===== src/rtl/lsu.sv =====
// Load/store unit: one request at a time, drives a registered-read byte RAM and returns one response.
// Optional LSU_MISALIGN_TRAP_EN: misaligned half/word accesses skip the RAM and respond with resp_fault.
module lsu (
   input  logic        clk,
   input  logic        rst,
   input  logic        req_valid,
   output logic        req_ready,
   input  logic        req_we,
   input  logic [1:0]  req_size,
   input  logic        req_unsigned,
   input  logic [31:0] req_addr,
   input  logic [31:0] req_wdata,
   output logic        resp_valid,
   input  logic        resp_ready,
   output logic [31:0] resp_rdata,
   output logic        resp_fault,
   output logic [31:0] mem_addr,
   input  logic [31:0] mem_rdata,
   output logic [1:0]  mem_write_mode,
   output logic [31:0] mem_write_addr,
   output logic [31:0] mem_write_data
);

   typedef enum logic [1:0] {
      S_IDLE   = 2'd0,
      S_ACCESS = 2'd1,
      S_WAIT   = 2'd2,
      S_RESP   = 2'd3
   } state_t;

   state_t      r_state;
   state_t      w_next;
   logic [31:0] r_addr;
   logic [31:0] r_wdata;
   logic        r_we;
   logic [1:0]  r_size;
   logic        r_unsigned;
   logic        r_resp_valid;
   logic [31:0] r_resp_rdata;
   logic        r_resp_fault;
   logic        w_accept;
   logic        w_misalign;
   logic [1:0]  w_write_mode;

   function automatic logic [31:0] extend(input logic [31:0] d, input logic [1:0] sz, input logic uns);
      case (sz)
         2'b00:   extend = {{24{~uns & d[7]}}, d[7:0]};
         2'b01:   extend = {{16{~uns & d[15]}}, d[15:0]};
         default: extend = d;
      endcase
   endfunction

   assign w_accept = req_valid && (r_state == S_IDLE);

`ifdef LSU_MISALIGN_TRAP_EN
   function automatic logic is_misaligned(input logic [1:0] sz, input logic [31:0] a);
      case (sz)
         2'b00:   is_misaligned = 1'b0;
         2'b01:   is_misaligned = a[0];
         default: is_misaligned = (a[1:0] != 2'b00);
      endcase
   endfunction

   assign w_misalign = w_accept && is_misaligned(req_size, req_addr);
`else
   assign w_misalign = 1'b0;
`endif

   // Next-state and write-strobe decode; the write mode exists only during a store's ACCESS cycle.
   always_comb begin
      w_next       = r_state;
      w_write_mode = 2'b00;
      case (r_state)
         S_IDLE: begin
            if (w_accept) begin
               w_next = w_misalign ? S_RESP : S_ACCESS;
            end else begin
               w_next = S_IDLE;
            end
         end
         S_ACCESS: begin
            if (r_we) begin
               w_next = S_RESP;
               case (r_size)
                  2'b00:   w_write_mode = 2'b01;
                  2'b01:   w_write_mode = 2'b10;
                  default: w_write_mode = 2'b11;
               endcase
            end else begin
               w_next = S_WAIT;
            end
         end
         S_WAIT: w_next = S_RESP;
         S_RESP: begin
            if (resp_ready) begin
               w_next = S_IDLE;
            end else begin
               w_next = S_RESP;
            end
         end
         default: w_next = S_IDLE;
      endcase
   end

   // State register.
   always_ff @(posedge clk or posedge rst) begin
      if (rst) begin
         r_state <= S_IDLE;
      end else begin
         r_state <= w_next;
      end
   end

   // Request capture and response registers.
   always_ff @(posedge clk or posedge rst) begin
      if (rst) begin
         r_addr       <= 32'd0;
         r_wdata      <= 32'd0;
         r_we         <= 1'b0;
         r_size       <= 2'b00;
         r_unsigned   <= 1'b0;
         r_resp_valid <= 1'b0;
         r_resp_rdata <= 32'd0;
         r_resp_fault <= 1'b0;
      end else begin
         if (w_accept) begin
            r_addr     <= req_addr;
            r_wdata    <= req_wdata;
            r_we       <= req_we;
            r_size     <= req_size;
            r_unsigned <= req_unsigned;
         end
         case (r_state)
            S_IDLE: begin
               if (w_misalign) begin
                  r_resp_valid <= 1'b1;
                  r_resp_rdata <= 32'd0;
                  r_resp_fault <= 1'b1;
               end
            end
            S_ACCESS: begin
               if (r_we) begin
                  r_resp_valid <= 1'b1;
                  r_resp_rdata <= 32'd0;
                  r_resp_fault <= 1'b0;
               end
            end
            // RAM data is valid here because mem_addr was sampled on the ACCESS edge.
            S_WAIT: begin
               r_resp_valid <= 1'b1;
               r_resp_rdata <= extend(mem_rdata, r_size, r_unsigned);
               r_resp_fault <= 1'b0;
            end
            S_RESP: begin
               if (resp_ready) begin
                  r_resp_valid <= 1'b0;
               end
            end
            default: r_resp_valid <= 1'b0;
         endcase
      end
   end

   assign req_ready      = (r_state == S_IDLE);
   assign resp_valid     = r_resp_valid;
   assign resp_rdata     = r_resp_rdata;
   assign resp_fault     = r_resp_fault;
   assign mem_addr       = r_addr;
   assign mem_write_addr = r_addr;
   assign mem_write_data = r_wdata;
   assign mem_write_mode = w_write_mode;

endmodule

===== config.mk =====
export PLATFORM = sky130hd
export DESIGN_NAME = lsu
export DESIGN_NICKNAME = d
export VERILOG_FILES = /design/src/rtl/lsu.sv
export SDC_FILE = /design/constraint.sdc
export NUM_CORES = 1
export LEC_CHECK = 0
export BUFFER_PORTS_ARGS = -buffer_cell sky130_fd_sc_hd__buf_2
export CAP_MARGIN = 25
export CORE_MARGIN = 5
export CORE_UTILIZATION = 45
export DETAILED_ROUTE_END_ITERATION = 6
export PLACE_DENSITY = 0.81
export SYNTH_ARGS = -nofsm -noshare
export SYNTH_HDL_FRONTEND = slang
export SYNTH_SLANG_ARGS = --single-unit

===== constraint.sdc =====
create_clock -name clk -period 3.9 [get_ports clk]
set_input_delay 0.975 -clock clk [delete_from_list [all_inputs] [get_ports clk]]
set_output_delay 0.975 -clock clk [all_outputs]
set_load 0.005 [all_outputs]

---- Word level (Yosys, flattened, before mapping) ----
Index checks and enable logic that the tools add are counted.
storage, ports and cells
  output and inout port bits .............. 133
  input port bits ......................... 104
  logic and storage cells ................. 40
  flip-flop bits (word level) ............. 104
operators by class
  mux-type cells .......................... 15
  reduce and logical (&&, ||, !) cells .... 6
  equal/unequal tests ..................... 6
  bitwise logic cells ..................... 4
operator list
  cell                                                                   count
  32-bit one-hot mux with 2 select lines                                 2
  32-bit two-way mux                                                     1
  2-bit one-hot mux with 4 select lines                                  1
  2-bit two-way mux                                                      3
  1-bit two-way mux                                                      5
  2-bit by 1-bit equality test with 1-bit output, second input constant  2
  2-bit equality test, second input constant                             2
  2-bit logical NOT                                                      2
  2-bit inequality test, second input constant                           2
  2-bit one-hot mux with 2 select lines                                  1
  1-bit one-hot mux with 3 select lines                                  1
  3-bit AND reduction                                                    1
  1-bit bitwise AND                                                      2
  1-bit inverter                                                         2
  1-bit one-hot mux with 2 select lines                                  1
  2-bit AND reduction                                                    1
  2-bit nonzero test                                                     1
  1-bit logical AND                                                      1

---- Depth between registers and ports, before layout ----
  depth after elaboration ................. 4
  mapped depth ............................ 6
  mapped depth without buffers ............ 3

---- Worst setup path before layout ----
OpenSTA, ideal clock, no wires.
  path type ............................... input -> register
  start ................................... input port req_valid
  end ..................................... register r_addr[29], in the netlist mem_addr[29]
  arrival ................................. 1788 ps
  slack ................................... 1987 ps
  setup time .............................. 125 ps
  cell stages on the path ................. 5
  path buffers ............................ 3
  required time ........................... 3775 ps
  cells stage by stage .................... and2_1 -> buf_2 -> buf_6 -> buf_6 -> mux2_4
between the ends
  cells in the longest elaborated chain, start to end .. 1
RTL lines
  item                    RTL line  source
  start: declaration      6         input logic req_valid,
  1-bit logical AND       53        assign w_accept = req_valid && (r_state == S_IDLE);
  end signal: assignment  127       r_addr <= req_addr;
  end: declaration        33        logic [31:0] r_addr;
Every way passes these cells.
A chain may end at the register's enable or synchronous reset.

---- Worst setup path after layout ----
  start ................................... register r_size[1]
  end ..................................... output port mem_write_mode[1]
between the ends
  cells in the longest elaborated chain, start to end .. 4
  elaborated cells between the ends (all ways) .. 5
  classes of those cells .................. eq/ne (1); mux (3); reduce/logical (1)
RTL lines
  item                                                                                 RTL line  source
  start: declaration                                                                   36        logic [1:0] r_size;
  start signal: assignment                                                             130       r_size <= req_size;
  2-bit by 1-bit equality test with 1-bit output or 2-bit logical NOT (tied branches)  84        case (r_size)
  2-bit one-hot mux with 2 select lines (*)                                            84
  2-bit two-way mux (*)                                                                82        if (r_we) begin
  2-bit two-way mux (*)                                                                73        case (r_state)
  end: declaration                                                                     19        output logic [1:0] mem_write_mode,
Mark *: on every way between the ends. The rest lies on a longest branch, timed or not.

==> out/qor.yml <==
placement:
  dpl_cell_area_sq_um: 5350
  dp_cells: 622
  gp_congestion: 0.751
  portBuffers: 235
  post-place-ws_ps: 1440
  place_hpwl_mm: 8.10
setup_path:
  cp.arrival_ps: 1580
  crit_type: "reg -> out"
  worstSetupStartpointType: "register"
  required_ps: 2920
  cp_common_cell: "nor2_1"
  critPathMaxFanout: 10
  critPathMaxStageDelay_ps: 540
  startpoint: "r_size[1]"
  crit_chain: "nor2_1, nor2_1, buf_2"
  r2r_start: "r_state[1]"
  cp_slowest_cell: "nor2_1"
  end_kind: "output port"
cells_and_area:
  final_cell_mix: "buf_2 (235), dfrtp_1 (103), mux2_2 (48)"
  layout.cells.most_common: "buf_2"
  final-seq-area_sq_um: 2580
  diodes: 0
  drive_above_1_share_pct: 63.3
  fin_util_pct: 59.6
  multiInputGateArea_sq_um: 1390
  fillers: 766
  areaGrowthSynthToFinish_pct: 28.1
  nets: 608
  fin_area_sq_um: 5540
  layout.cells.non_filler: 636
global_routing:
  grt_max_degree: 69
  grt_use_met2_pct: 30.6
  grt_use_met3_pct: 5.91
  grt_remaining_overflow: 0
  grt_pass1_vias: 3205
  grt_pass1_wl_mm: 16.6
  grt_antenna_before_repair: 0
  grt_use_total_pct: 18.1
  met1_usage_pct: 22.4
  grt.busiest_layer: "met2"
sta:
  max_slew_margin_pct: 31.8
  hold_violations: 0
  finalSetupTns_ps: 0
  rsz0062_at_grt: "no"
  hold_ws_ps: 493
  fin_crit_ps: 2560
  maxSlewViolCount: 0
  fin_crit_sh_pct: 65.5
  fmax_mhz: 391
  worst_pin_slew_ps: 1020
  worst_slack_ps: 1340
  clock_skew_ps: 13.0
  finalSetupViolCount: 0
logic_synthesis:
  ys_types: 27
  synth_area_leader_cell: "dfrtp_1"
  yosys.area_share.adder_pct: 0
  ys_warn_count: 0
  seq_area_frac_synth_pct: 59.6
  syn_area_sq_um: 4320
  synth_top_area_share_pct: 59.6
  synthCells: 307
  syn-num-nets: 411
  synth-compound-area-share_pct: 8.31
  synth.area.top_cells: "dfrtp_1 (60%), mux2_2 (13%), mux2_4 (6.9%), buf_4 (5.7%), a221o_1 (3.5%)"
  synth_top_family_by_area: "multiplexers"
  ys_ff_latch: 103
  avgSynthCellArea_sq_um: 14.1
  synth_xor_area_share_pct: 0
  synth-simple-area-share_pct: 3.94
  yosys-mux-area-fraction_pct: 19.7
power:
  cellLeakagePower_nw: 2.86
  power.total_mw: 4.45
  power_density_nw_per_um2: 804
  ir_drop_uv: 329
die:
  die_h_um: 108
  core_sq_um: 9280
  pin_count: 237
  dieArea_sq_um: 11700
  die_x_um: 108
  start_util_pct: 46.6
  rows: 35
route:
  wirelength_mm: 10.6
  post_drt_wl_per_cell_um: 16.7
  drtAntennaViolNets: 0
  drtIter0Drc: 143
  drt_first_pass_iters: 4
  drc: 0
  viasPerCell: 4.89
  dr_total_vias: 3111
status:
  status: "completed"
clocking:
  cts_sinks: 103
  post_cts.repair.setup_buffers: 0
  htreeDepth: 3
  postCtsHoldBufs: 0
  cts_buffers: 9
  insertion_delay_ps: 350
  tritoncts: "done"
  ctsResizeCount: 0
  cts_root_buffer: "clkbuf_8"
  clk_pin_slew_ps: 90
  cts_buffer_depth: 2
job:
  cap_violations: 0
worst_hold_path:
  hold_class: "reg -> reg"
  worst_hold_startpoint: "resp_rdata[16]"
-- critical path: cells and delay by family, from the launching register on --
kind / cells / cell delay [ps]
simple gates: 2 / 640
flops: 1 / 440
buf+inv: 1 / 150
-- power breakdown --
part           leakage (nW)  switching (mW)  internal, mW
sequential             1.25           0.367          1.60
combinational          1.52           0.781          1.06
clock                0.0875           0.341         0.308
-- state kept, by name (all words and copies together) (netlist names) --
| signal | cells |
|---|---|
| mem_addr | 32 |
| mem_write_data | 32 |
| r_size | 2 |
| r_state | 2 |
| r_unsigned | 1 |
| r_we | 1 |
| resp_rdata | 32 |
| resp_valid | 1 |
-- cell usage after synthesis --
| cell type | instances |
|---|---|
| a21o_1 | 1 |
| dfrtp_1 | 103 |
| mux2i_1 | 1 |
| and3_1 | 1 |
| buf_2 | 10 |
| nand3b_1 | 1 |
| o22ai_1 | 8 |
| o2bb2ai_1 | 10 |
| o221ai_1 | 1 |
| buf_1 | 1 |
| nor2b_1 | 1 |
| conb_1 | 1 |
| and2_1 | 2 |
| nor4_4 | 1 |
| o21ai_0 | 1 |
| inv_1 | 3 |
| nand2b_1 | 4 |
| nand2_1 | 9 |
| a221o_1 | 15 |
| clkbuf_1 | 4 |
| buf_6 | 3 |
| a21oi_1 | 10 |
| mux2_4 | 20 |
| nor2_1 | 14 |
| nor3_1 | 1 |
| buf_4 | 33 |
| mux2_2 | 48 |
-- kinds of logic (layout without fill, tap and decap cells) --
kind of cell,after synthesis,after routing
compound gates,46,46
buf+inv,54,254
flops,103,103
mux,69,69
other cells,1,1
simple gates,34,34
-- final timing paths --
kind	end	slack [ps]	cells past startpoint
min in group asynchronous	mem_write_data[31]	700	2
max	mem_write_mode[1]	1340	3
min reg2reg	resp_rdata[16]	490	1
max reg2reg	resp_rdata[20]	1550	3
min	resp_rdata[16]	490	1
max in group asynchronous	resp_rdata[11]	2370	4
-- final cells by class --
type                            instances  share of cell area [%]
Timing Repair Buffer                  237                    21.9
Clock buffer                           11                    2.55
Sequential cell                       103                    46.6
Tap cell                              129                    2.92
Clock inverter                          3                   0.814
Inverter                                3                   0.249
Multi-Input combinational cell        150                    25.0
-- per-layer routing --
metal | wire length [um] | up-vias
met5 | 0 | -
li1 | - | 1449
met2 | 5390 | 158
met1 | 4160 | 1494
met4 | 119 | 0
met3 | 963 | 10
Note: power is estimated with default switching activity, not from simulation.
